### src/rtl/uart_fifo.sv
// APB UART with 8N1 framing, programmable divisor, TX/RX FIFOs, CTS/RTS flow control,
// level interrupt and TX DMA request.
//   state   | meaning (shared by TX and RX FSMs)
//   S_IDLE  | line idle, waiting for data (TX) or a falling edge (RX)
//   S_START | start bit: TX drives 0; RX waits half a bit to confirm
//   S_DATA  | eight data bits, LSB first
//   S_STOP  | stop bit: TX drives 1; RX samples and pushes or flags

module uart_fifo_buf #(
    parameter int DEPTH = 8,
    parameter int AW    = 3
) (
    input  logic          clk,
    input  logic          rst_n,
    input  logic          push,
    input  logic          pop,
    input  logic [7:0]    wdata,
    output logic [7:0]    rdata,
    output logic [AW:0]   level,
    output logic          empty,
    output logic          full
);
    logic [7:0]    mem [DEPTH];
    logic [AW-1:0] wr_q, wr_d, rd_q, rd_d;
    logic [AW:0]   lvl_q, lvl_d;
    logic          do_push, do_pop;

    assign empty = (lvl_q == '0);
    assign full  = (lvl_q == (AW+1)'(DEPTH));
    assign rdata = mem[rd_q];
    assign level = lvl_q;

    // A pop in the same cycle frees a slot, so a push into a full FIFO still lands.
    always_comb begin
        do_pop  = pop & ~empty;
        do_push = push & (~full | do_pop);
        wr_d    = wr_q + AW'(do_push);
        rd_d    = rd_q + AW'(do_pop);
        lvl_d   = lvl_q + (AW+1)'(do_push) - (AW+1)'(do_pop);
    end

    always_ff @(posedge clk) begin
        if (do_push) mem[wr_q] <= wdata;
    end

    always_ff @(posedge clk or negedge rst_n) begin
        if (!rst_n) begin
            wr_q  <= '0;
            rd_q  <= '0;
            lvl_q <= '0;
        end else begin
            wr_q  <= wr_d;
            rd_q  <= rd_d;
            lvl_q <= lvl_d;
        end
    end
endmodule

module uart_fifo #(
    parameter int               FIFO_DEPTH = 8,
    parameter int               DIV_W      = 16,
    parameter logic [DIV_W-1:0] DIV_RESET  = DIV_W'(868)
) (
    input  logic        clk,
    input  logic        rst_n,
    input  logic        apbs_psel,
    input  logic        apbs_penable,
    input  logic        apbs_pwrite,
    input  logic [15:0] apbs_paddr,
    input  logic [31:0] apbs_pwdata,
    output logic [31:0] apbs_prdata,
    output logic        apbs_pready,
    output logic        apbs_pslverr,
    input  logic        rx,
    output logic        tx,
    input  logic        cts,
    output logic        rts,
    output logic        irq,
    output logic        dreq
);
    localparam int AW = $clog2(FIFO_DEPTH);

    typedef enum logic [1:0] {S_IDLE, S_START, S_DATA, S_STOP} uart_st_e;

    logic             txen_q, txen_d, rxen_q, rxen_d, ctsen_q, ctsen_d;
    logic             ovf_q, ovf_d, ferr_q, ferr_d;
    logic [2:0]       ie_q, ie_d;
    logic [DIV_W-1:0] div_q, div_d, div_eff;
    logic             rx_s1_q, rx_s2_q, rx_prev_q, cts_s1_q, cts_s2_q;

    uart_st_e         tx_st_q, tx_st_d, rx_st_q, rx_st_d;
    logic [DIV_W-1:0] tx_cnt_q, tx_cnt_d, tx_div_q, tx_div_d;
    logic [DIV_W-1:0] rx_cnt_q, rx_cnt_d, rx_div_q, rx_div_d;
    logic [2:0]       tx_bit_q, tx_bit_d, rx_bit_q, rx_bit_d;
    logic [7:0]       tx_sh_q, tx_sh_d, rx_sh_q, rx_sh_d;
    logic             tx_load, tx_go, tx_busy;

    logic       wr_en, rd_en, tx_push, tx_pop, rx_push, rx_pop, ovf_set, ferr_set;
    logic [2:0] idx;
    logic [7:0] tx_rdata, rx_rdata;
    logic [AW:0] tx_level, rx_level;
    logic       tx_empty, tx_full, rx_empty, rx_full;
    logic       unused_bits;

    assign idx         = apbs_paddr[4:2];
    assign wr_en       = apbs_psel & apbs_penable & apbs_pwrite;
    assign rd_en       = apbs_psel & apbs_penable & ~apbs_pwrite;
    assign tx_push     = wr_en & (idx == 3'd3);
    assign rx_pop      = rd_en & (idx == 3'd4) & ~rx_empty;
    assign apbs_pready = 1'b1;
    assign apbs_pslverr = apbs_psel & apbs_penable & (idx[2:1] == 2'b11);
    assign unused_bits = ^{apbs_paddr, apbs_pwdata};

    uart_fifo_buf #(.DEPTH(FIFO_DEPTH), .AW(AW)) u_tx_fifo (
        .clk(clk), .rst_n(rst_n), .push(tx_push), .pop(tx_pop), .wdata(apbs_pwdata[7:0]),
        .rdata(tx_rdata), .level(tx_level), .empty(tx_empty), .full(tx_full));

    uart_fifo_buf #(.DEPTH(FIFO_DEPTH), .AW(AW)) u_rx_fifo (
        .clk(clk), .rst_n(rst_n), .push(rx_push), .pop(rx_pop), .wdata(rx_sh_q),
        .rdata(rx_rdata), .level(rx_level), .empty(rx_empty), .full(rx_full));

    assign div_eff = (div_q < DIV_W'(4)) ? DIV_W'(4) : div_q;
    assign tx_busy = (tx_st_q != S_IDLE);
    assign tx_go   = txen_q & ~tx_empty & (~ctsen_q | ~cts_s2_q);
    assign tx      = (tx_st_q == S_START) ? 1'b0 : (tx_st_q == S_DATA) ? tx_sh_q[0] : 1'b1;
    assign rts     = (rx_level >= (AW+1)'(FIFO_DEPTH - 1)) | ~rxen_q;
    assign dreq    = txen_q & ~tx_full;
    assign irq     = |(ie_q & {ovf_q | ferr_q, ~rx_empty, tx_empty});

    always_comb begin
        apbs_prdata = 32'h0;
        if (apbs_psel && !apbs_pwrite) begin
            case (idx)
                3'd0: apbs_prdata = {17'h0, ferr_q, ovf_q, tx_busy, rx_full, rx_empty, tx_full,
                                     tx_empty, 5'h0, ctsen_q, rxen_q, txen_q};
                3'd1: apbs_prdata = 32'(div_q);
                3'd2: apbs_prdata = {16'h0, 8'(rx_level), 8'(tx_level)};
                3'd4: apbs_prdata = {23'h0, rx_empty, rx_empty ? 8'h00 : rx_rdata};
                3'd5: apbs_prdata = {29'h0, ie_q};
                default: apbs_prdata = 32'h0;
            endcase
        end
    end

    // Hardware set of a sticky flag wins over a same-cycle software clear.
    always_comb begin
        txen_d = txen_q; rxen_d = rxen_q; ctsen_d = ctsen_q;
        ovf_d  = ovf_q;  ferr_d = ferr_q; ie_d = ie_q; div_d = div_q;
        if (wr_en) begin
            case (idx)
                3'd0: begin
                    txen_d  = apbs_pwdata[0];
                    rxen_d  = apbs_pwdata[1];
                    ctsen_d = apbs_pwdata[2];
                    if (apbs_pwdata[13]) ovf_d  = 1'b0;
                    if (apbs_pwdata[14]) ferr_d = 1'b0;
                end
                3'd1: div_d = apbs_pwdata[DIV_W-1:0];
                3'd5: ie_d  = apbs_pwdata[2:0];
                default: ;
            endcase
        end
        if (ovf_set)  ovf_d  = 1'b1;
        if (ferr_set) ferr_d = 1'b1;
    end

    // STOP rolls straight into the next START when more data is ready: no idle gap.
    always_comb begin
        tx_st_d = tx_st_q; tx_cnt_d = tx_cnt_q; tx_bit_d = tx_bit_q;
        tx_sh_d = tx_sh_q; tx_div_d = tx_div_q; tx_pop = 1'b0; tx_load = 1'b0;
        case (tx_st_q)
            S_IDLE: tx_load = tx_go;
            S_START: begin
                tx_cnt_d = tx_cnt_q - DIV_W'(1);
                if (tx_cnt_q == '0) begin
                    tx_st_d = S_DATA; tx_cnt_d = tx_div_q - DIV_W'(1); tx_bit_d = 3'd0;
                end
            end
            S_DATA: begin
                tx_cnt_d = tx_cnt_q - DIV_W'(1);
                if (tx_cnt_q == '0) begin
                    tx_sh_d  = tx_sh_q >> 1;
                    tx_cnt_d = tx_div_q - DIV_W'(1);
                    tx_bit_d = tx_bit_q + 3'd1;
                    if (tx_bit_q == 3'd7) tx_st_d = S_STOP;
                end
            end
            S_STOP: begin
                tx_cnt_d = tx_cnt_q - DIV_W'(1);
                if (tx_cnt_q == '0) begin
                    tx_st_d = S_IDLE;
                    tx_load = tx_go;
                end
            end
            default: tx_st_d = S_IDLE;
        endcase
        if (tx_load) begin
            tx_st_d  = S_START;
            tx_cnt_d = div_eff - DIV_W'(1);
            tx_div_d = div_eff;
            tx_sh_d  = tx_rdata;
            tx_pop   = 1'b1;
        end
    end

    always_comb begin
        rx_st_d = rx_st_q; rx_cnt_d = rx_cnt_q; rx_bit_d = rx_bit_q;
        rx_sh_d = rx_sh_q; rx_div_d = rx_div_q;
        rx_push = 1'b0; ovf_set = 1'b0; ferr_set = 1'b0;
        case (rx_st_q)
            S_IDLE: if (rx_prev_q && !rx_s2_q) begin
                rx_st_d  = S_START;
                rx_cnt_d = (div_eff >> 1) - DIV_W'(1);
                rx_div_d = div_eff;
            end
            S_START: begin
                rx_cnt_d = rx_cnt_q - DIV_W'(1);
                if (rx_cnt_q == '0) begin
                    rx_st_d  = rx_s2_q ? S_IDLE : S_DATA;
                    rx_cnt_d = rx_div_q - DIV_W'(1);
                    rx_bit_d = 3'd0;
                end
            end
            S_DATA: begin
                rx_cnt_d = rx_cnt_q - DIV_W'(1);
                if (rx_cnt_q == '0) begin
                    rx_sh_d  = {rx_s2_q, rx_sh_q[7:1]};
                    rx_cnt_d = rx_div_q - DIV_W'(1);
                    rx_bit_d = rx_bit_q + 3'd1;
                    if (rx_bit_q == 3'd7) rx_st_d = S_STOP;
                end
            end
            S_STOP: begin
                rx_cnt_d = rx_cnt_q - DIV_W'(1);
                if (rx_cnt_q == '0) begin
                    rx_st_d = S_IDLE;
                    if (rx_s2_q) begin
                        rx_push = 1'b1;
                        ovf_set = rx_full & ~rx_pop;
                    end else begin
                        ferr_set = 1'b1;
                    end
                end
            end
            default: rx_st_d = S_IDLE;
        endcase
        if (!rxen_q) begin
            rx_st_d = S_IDLE; rx_push = 1'b0; ovf_set = 1'b0; ferr_set = 1'b0;
        end
    end

    always_ff @(posedge clk or negedge rst_n) begin
        if (!rst_n) begin
            txen_q <= 1'b1; rxen_q <= 1'b1; ctsen_q <= 1'b0;
            ovf_q  <= 1'b0; ferr_q <= 1'b0; ie_q <= 3'd0; div_q <= DIV_RESET;
            rx_s1_q <= 1'b1; rx_s2_q <= 1'b1; rx_prev_q <= 1'b1;
            cts_s1_q <= 1'b1; cts_s2_q <= 1'b1;
            tx_st_q <= S_IDLE; tx_cnt_q <= '0; tx_div_q <= '0; tx_bit_q <= '0; tx_sh_q <= '0;
            rx_st_q <= S_IDLE; rx_cnt_q <= '0; rx_div_q <= '0; rx_bit_q <= '0; rx_sh_q <= '0;
        end else begin
            txen_q <= txen_d; rxen_q <= rxen_d; ctsen_q <= ctsen_d;
            ovf_q  <= ovf_d;  ferr_q <= ferr_d; ie_q <= ie_d; div_q <= div_d;
            rx_s1_q <= rx; rx_s2_q <= rx_s1_q; rx_prev_q <= rx_s2_q;
            cts_s1_q <= cts; cts_s2_q <= cts_s1_q;
            tx_st_q <= tx_st_d; tx_cnt_q <= tx_cnt_d; tx_div_q <= tx_div_d;
            tx_bit_q <= tx_bit_d; tx_sh_q <= tx_sh_d;
            rx_st_q <= rx_st_d; rx_cnt_q <= rx_cnt_d; rx_div_q <= rx_div_d;
            rx_bit_q <= rx_bit_d; rx_sh_q <= rx_sh_d;
        end
    end
endmodule

### config.mk
export PLATFORM = sky130hd
export DESIGN_NAME = uart_fifo
export DESIGN_NICKNAME = d
export VERILOG_FILES = /design/src/rtl/uart_fifo.sv
export SDC_FILE = /design/constraint.sdc
export NUM_CORES = 1
export LEC_CHECK = 0
export BUFFER_PORTS_ARGS = -buffer_cell sky130_fd_sc_hd__buf_2
export CAP_MARGIN = 20
export CORE_MARGIN = 2
export CORE_UTILIZATION = 39
export CTS_BUF_LIST = sky130_fd_sc_hd__clkbuf_16
export DETAILED_ROUTE_END_ITERATION = 10
export GPL_TIMING_DRIVEN = 1
export HOLD_SLACK_MARGIN = 0.12
export SLEW_MARGIN = 20
export SYNTH_ARGS = -nofsm -noshare
export SYNTH_HDL_FRONTEND = slang
export SYNTH_SLANG_ARGS = --single-unit
### constraint.sdc
create_clock -name clk -period 6.8 [get_ports clk]
set_input_delay 0.68 -clock clk [delete_from_list [all_inputs] [get_ports clk]]
set_output_delay 0.68 -clock clk [all_outputs]
set_load 0.01 [all_outputs]
Word level (Yosys, flattened, before mapping)
Memories as Yosys holds them, arrays and structs flattened.
Index checks and enable logic that the tools add are counted.
{ "word_totals": {"memories": 2, "ff_bits": 139, "word_cells": 209, "input_bits": 55, "mem_bits_rw": 128, "out_inout_bits": 38} }
{ "memory_table": {"columns": ["memory", "words", "width", "rd", "rd_ports_with_merged_regs", "wr", "line", "source"], "rows": [
  ["u_rx_fifo.mem", 8, 8, 1, 0, 1, "23", "logic [7:0] mem [DEPTH];"],
  ["u_tx_fifo.mem", 8, 8, 1, 0, 1, "23", null]
]} }
{ "classes": {"n_bitwise": 30, "reduce_logical": 39, "order_cmp": 2, "muxes": 62, "add_sub_neg": 16, "eq_ne": 30} }
{ "op_table": {"columns": ["op", "n"], "rows": [
  ["$mux W16", 5],
  ["$pmux W16 S5", 1],
  ["$sub A16 B1 Y16 const B", 5],
  ["$pmux W16 S3", 1],
  ["$logic_not A16 Y1", 2],
  ["$mux W32", 1],
  ["$mux W8", 4],
  ["$pmux W16 S2", 1],
  ["$mux W1", 28],
  ["$mux W2", 12],
  ["$reduce_bool A2 Y1", 11],
  ["$ne A3 B3 Y1 const B", 6],
  ["$lt A16 B3 Y1 const B", 1],
  ["$sub A15 B1 Y16 const B", 1],
  ["$and A1 B1 Y1", 15],
  ["$add A3 B1 Y3", 4],
  ["$eq A3 B3 Y1 const B", 4],
  ["$mux W3", 4],
  ["$pmux W3 S2", 2],
  ["$reduce_and A2 Y1", 6],
  ["$reduce_and A3 Y1", 4],
  ["$eq A2 B2 Y1 const B", 5],
  ["$reduce_and A5 Y1", 2],
  ["$ne A3 B2 Y1 const B", 3],
  ["other kinds (25)", 51]
]} }

Longest topological paths before layout
{ "logic_depth": {"ltp_word": 12, "ltp_mapped": 15, "ltp_nobuf": 13} }

Cells and area by module
Synthesis repeated with hierarchy kept, for this count alone.
{ "unflattened": {"cells_unflattened": 1165, "area_unflattened_um2": 13838.3} }
{ "modules_own_cells": {"columns": ["module", "n_inst", "seq_area_each_um2", "area_each_um2", "cells_per_inst"], "rows": [
  ["uart_fifo", 1, 2992.9, 7713.6, 874],
  ["uart_fifo_buf at u_tx_fifo", 1, 2172.1, 3067.9, 147],
  ["uart_fifo_buf at u_rx_fifo", 1, 2172.1, 3056.7, 144]
]} }

Worst setup path after synthesis
Ideal clock, no wire load.
{ "synth_path": {"path_type": "input port to flip-flop", "start": "input apbs_paddr[3]", "end": "memory u_rx_fifo.mem[0][0] (enable)", "path_slack_ns": 3.631, "required_ns": 6.417, "n_path_buf": 2, "setup_ns": 0.383, "arrival_ns": 2.786, "stages": 7, "cell_sequence": "clkbuf_1 -> or4b_1 -> clkbuf_1 -> o311ai_1 -> nor2b_1 -> nand2b_1 -> nor3_1"} }
{ "synth_via": {"elab_chain_cells": 8} }
{ "synth_lines": {"columns": ["element", "line", "source"], "rows": [
  ["start, declared", "69", "input logic [15:0] apbs_paddr,"],
  ["$eq A3 B3 Y1", "109", "assign rx_pop = rd_en & (idx == 3'd4) & ~rx_empty;"],
  ["$and A1 B1 Y1 (2 in series)", "109", null],
  ["$and A1 B1 Y1", "35", "do_pop = pop & ~empty;"],
  ["$or A1 B1 Y1", "36", "do_push = push & (~full | do_pop);"],
  ["$and A1 B1 Y1", "36", null],
  ["$mux W1", "43", "if (do_push) mem[wr_q] <= wdata;"],
  ["$mux W1 (not written as such)", "43", null],
  ["end, declared", "23", null]
]} }
Every way passes these cells.

Final worst setup path
{ "layout_path": {"start": "register tx_cnt_q[0]", "end": "register u_tx_fifo.lvl_q[2] (netlist: u_tx_fifo.level[2])"} }
{ "layout_via": {"elab_chain_cells": 9} }
{ "layout_lines": {"columns": ["element", "line", "source"], "rows": [
  ["start, declared", "92", "logic [DIV_W-1:0] tx_cnt_q, tx_cnt_d, tx_div_q, tx_div_d;"],
  ["start signal, assigned", "265", "tx_st_q <= tx_st_d; tx_cnt_q <= tx_cnt_d; tx_div_q <= tx_div_d;"],
  ["$logic_not A16 Y1 *", "190", "if (tx_cnt_q == '0) begin"],
  ["$mux W1 *", "190", null],
  ["$pmux W1 S2 *", "171", "case (tx_st_q)"],
  ["$mux W1 *", "197", "if (tx_load) begin"],
  ["$and A1 B1 Y1 *", "35", null],
  ["$or A1 B1 Y1", "36", null],
  ["$and A1 B1 Y1", "36", null],
  ["$add A4 B1 Y4", "39", "lvl_d = lvl_q + (AW+1)'(do_push) - (AW+1)'(do_pop);"],
  ["$sub A4 B1 Y4 *", "39", null],
  ["net u_tx_fifo.lvl_d[2]", "25", "logic [AW:0] lvl_q, lvl_d;"],
  ["end signal, assigned", "54", "lvl_q <= lvl_d;"],
  ["end, declared", "25", null]
]} }
Mark *: on every way through the listed nets, which the timed path passes. The rest lies on a longest branch.
A chain may end at the register's enable or synchronous reset.

==> metrics.md <==
| Metric | Value |
|---|---|
| Cell taking the most area after synthesis | `edfxtp_1` |
| Area share of the largest cell type after synthesis | `0.2800` |
| Hold_buf cts | `0` |
| Post-DP HPWL | `22450 um` |
| Setup ws final | `2.499 ns` |
| Avg WL per Cell | `19.67 um` |
| Final setup TNS | `0 ns` |
| Nets | `1283` |
| # diodes | `0` |
| Drt drc | `0` |
| Synth Flop Type | `edfxtp_1` |
| Yosys cell types | `72` |
| Min cycle time layout | `4.301 ns` |
| CTS tree | `done` |
| Largest net degree at the start of global routing | `79` |
| Share of cells above drive strength 1 | `0.1790` |
| Clock slew at reported path FFs | `0.06 ns` |
| Commonest non-fill, non-tap cell in the layout | `edfxtp_1` |
| Final Slew Violations | `0` |
| Max Freq | `232.5 MHz` |
| Root Driver | `clkbuf_16` |
| # fillers | `3192` |
| Synth warn | `0` |
| Worst hold path class | `in2async` |
| Register area share after synthesis | `0.5345` |
| Placed cells | `1606` |
| Required @ worst endpoint | `7.23 ns` |
| Ports | `93` |
| GPL Wtd Cong | `0.8307` |
| Power per cell area | `364.4 mW/mm^2` |
| Number of synthesized flops with an enable pin | `128` |
| CP Capture Type | `flop` |
| Max_cap viols | `0` |
| Via count | `9218` |
| Syn Inst Count | `1158` |
| CTS buffer count | `30` |
| Clock Skews | `0.01168 ns` |
| Worst rel slew slack | `0.2843` |
| Total Routed Length | `32690 um` |
| Die Ht | `191.6 um` |
| Starting DRT DRC Count | `754` |
| RSZ-0062 raised after global routing | `false` |
| Endpoints failing hold | `0` |
| #FFs+latches synth | `267` |
| Final core occ | `0.4425` |
| Initial antenna violation count | `0` |
| Worst Path Max Fanout | `32` |
| Detail Route Antenna Nets | `0` |
| Horiz. Die Dim | `191.6 um` |
| Postcts setup bufs | `0` |
| # rows | `68` |
| Area post-placement | `0.01430 mm^2` |
| Grt total ovfl | `0` |
| Ys async rst share | `0.5206` |
| Place WS | `2.517 ns` |
| Vias in the first global route | `9188` |
| CTS Buffer Depth | `3` |
| Kind of critical path | `reg2reg` |
| # H-tree levels | `1` |
| Critical path data arrival time | `4.73 ns` |
| Post-CTS Resized | `0` |
| First-pass GRT wire length | `52040 um` |
| Synthesized area per cell | `11.85 um^2` |
| Leak | `6.004 nW` |
| Final setup fails | `0` |
| Final Cell Area | `0.01532 mm^2` |
| Full die area | `0.03671 mm^2` |
| Top cells by area, synth | `edfxtp_1 28%, dfrtp_1 23%, mux4_2 5.3%` |
| Via density per instance | `5.546` |
| Commonest non-fill, non-tap cells in the layout | `128 x edfxtp_1, 126 x dfrtp_1, 99 x nand2_1` |
| GRT Util Overall | `0.1817` |
| Skew-Pair Late Insertion Delay | `0.54 ns` |
| Post-Layout Cell Count | `1662` |
| Slew @ Worst Pin | `1.070 ns` |
| P&R area growth vs syn | `11.62%` |
| DR pass1 iterations | `5` |
| Startpoint Class | `flop` |
| Initial Util | `0.3964` |
| Post-synthesis cell area | `0.01373 mm^2` |
| Worst IR Drop VDD | `0.1918 mV` |
| CTS sink count | `267` |
| Port bufs | `46` |
| Period Utilization, post-route | `0.6324` |
| Status | `complete, no violations` |
| Core area | `0.03463 mm^2` |
## worst paths after layout
path | depth (start not counted) | slack, ns | to | from
max | 13 | 2.50 | u_tx_fifo.level[2]$_DFF_PN0_ | tx_cnt_q[0]$_DFFE_PN0P_
min | 1 | 0.11 | tx_st_q[0]$_DFFE_PN0P_ | rst_n
max reg2reg | 13 | 2.50 | u_tx_fifo.level[2]$_DFF_PN0_ | tx_cnt_q[0]$_DFFE_PN0P_
min reg2reg | 0 | 0.35 | rx_s2_q$_DFF_PN1_ | rx_s1_q$_DFF_PN1_
max in group asynchronous | 2 | 5.51 | u_rx_fifo.rd_q[0]$_DFF_PN0_ | rst_n
min in group clk | 1 | 0.26 | rx_s1_q$_DFF_PN1_ | rx
## sequential cells by signal, summed over array words and instances (netlist names), 2 cells and up
signal / cells
div_q: 16
ie_q: 3
rx_bit_q: 3
rx_cnt_q: 16
rx_div_q: 16
rx_sh_q: 8
rx_st_q: 2
tx_bit_q: 3
tx_cnt_q: 16
tx_div_q: 16
tx_sh_q: 8
tx_st_q: 2
u_rx_fifo.level: 4
u_rx_fifo.mem: 64
u_rx_fifo.rd_q: 3
u_rx_fifo.wr_q: 3
u_tx_fifo.level: 4
u_tx_fifo.mem: 64
u_tx_fifo.rd_q: 3
u_tx_fifo.wr_q: 3
## synthesized netlist by cell type (10+ instances only)
cell / number
edfxtp_1: 128
dfrtp_1: 127
nand2_1: 99
nor2_1: 80
a21oi_1: 61
mux2_2: 48
clkbuf_1: 43
ha_1: 43
xor2_1: 37
inv_1: 33
mux4_2: 32
nor3_1: 32
o21ai_0: 32
xnor2_1: 30
mux2i_1: 27
nand3_1: 25
nor2b_1: 21
buf_4: 18
nor4_1: 17
buf_2: 14
a22oi_1: 13
o22ai_1: 13
dfstp_2: 12
a211oi_1: 11
nor3b_1: 11
nand2b_1: 10
## area by class of cell
class,instances,area (um^2),area share
Clock inverter,23,180.2,0.01176
Clock buffer,33,825.8,0.05390
Tap cell,455,569.3,0.03715
Sequential cell,267,7338,0.4789
Multi-Input combinational cell,792,5951,0.3884
Inverter,34,127.6,0.008329
Timing Repair Buffer,58,330.3,0.02156
## through the flow
step	hold WS (ns)	power, mW
2_1_floorplan	0.3452	3.534
3_3_place_gp	0.3470	3.960
3_5_place_dp	0.3476	3.990
4_1_cts	0.1494	5.621
5_1_grt	0.1652	5.931
6_report	0.1144	5.584
## metal layers
metal	vias up	share of wire	GRT usage
met5	-	0	0
met2	264	0.45	0.2873
met4	0	0.020	0.04083
met3	47	0.054	0.02832
li1	4303	-	-
met1	4604	0.47	0.2636
## report_power, final
part           total (mW)  switching (mW)  internal [mW]
registers            2.37           0.420           1.95
clock network        1.62           0.645          0.978
logic                1.59           0.833          0.754
total                5.58            1.90           3.69
## kinds of logic (layout without fill, tap and decap cells)
family,after synthesis,count (layout),synth area share
AO/OA/AOI/OAI,193,193,0.09097
flip-flops,267,267,0.5345
other,2,17,0.0005471
buffers and inverters,114,148,0.03792
multiplexers,107,107,0.1116
adder cells (fa/ha/maj),45,45,0.04211
XOR/XNOR,67,67,0.04275
AND/OR/NAND/NOR,363,363,0.1396
## critical path, cell delays in order, from the launching register on
cell     delay, ns
dfrtp_1       0.41
inv_1         0.08
ha_1          0.21
nor4b_2       0.19
and4_1        0.23
a21oi_1       0.27
or2_1         0.54
buf_4         0.47
inv_1         0.49
ha_1          0.45
inv_1         0.04
ha_1          0.22
fa_1          0.38
xor2_1        0.17
(Power assumes the default switching activity.)
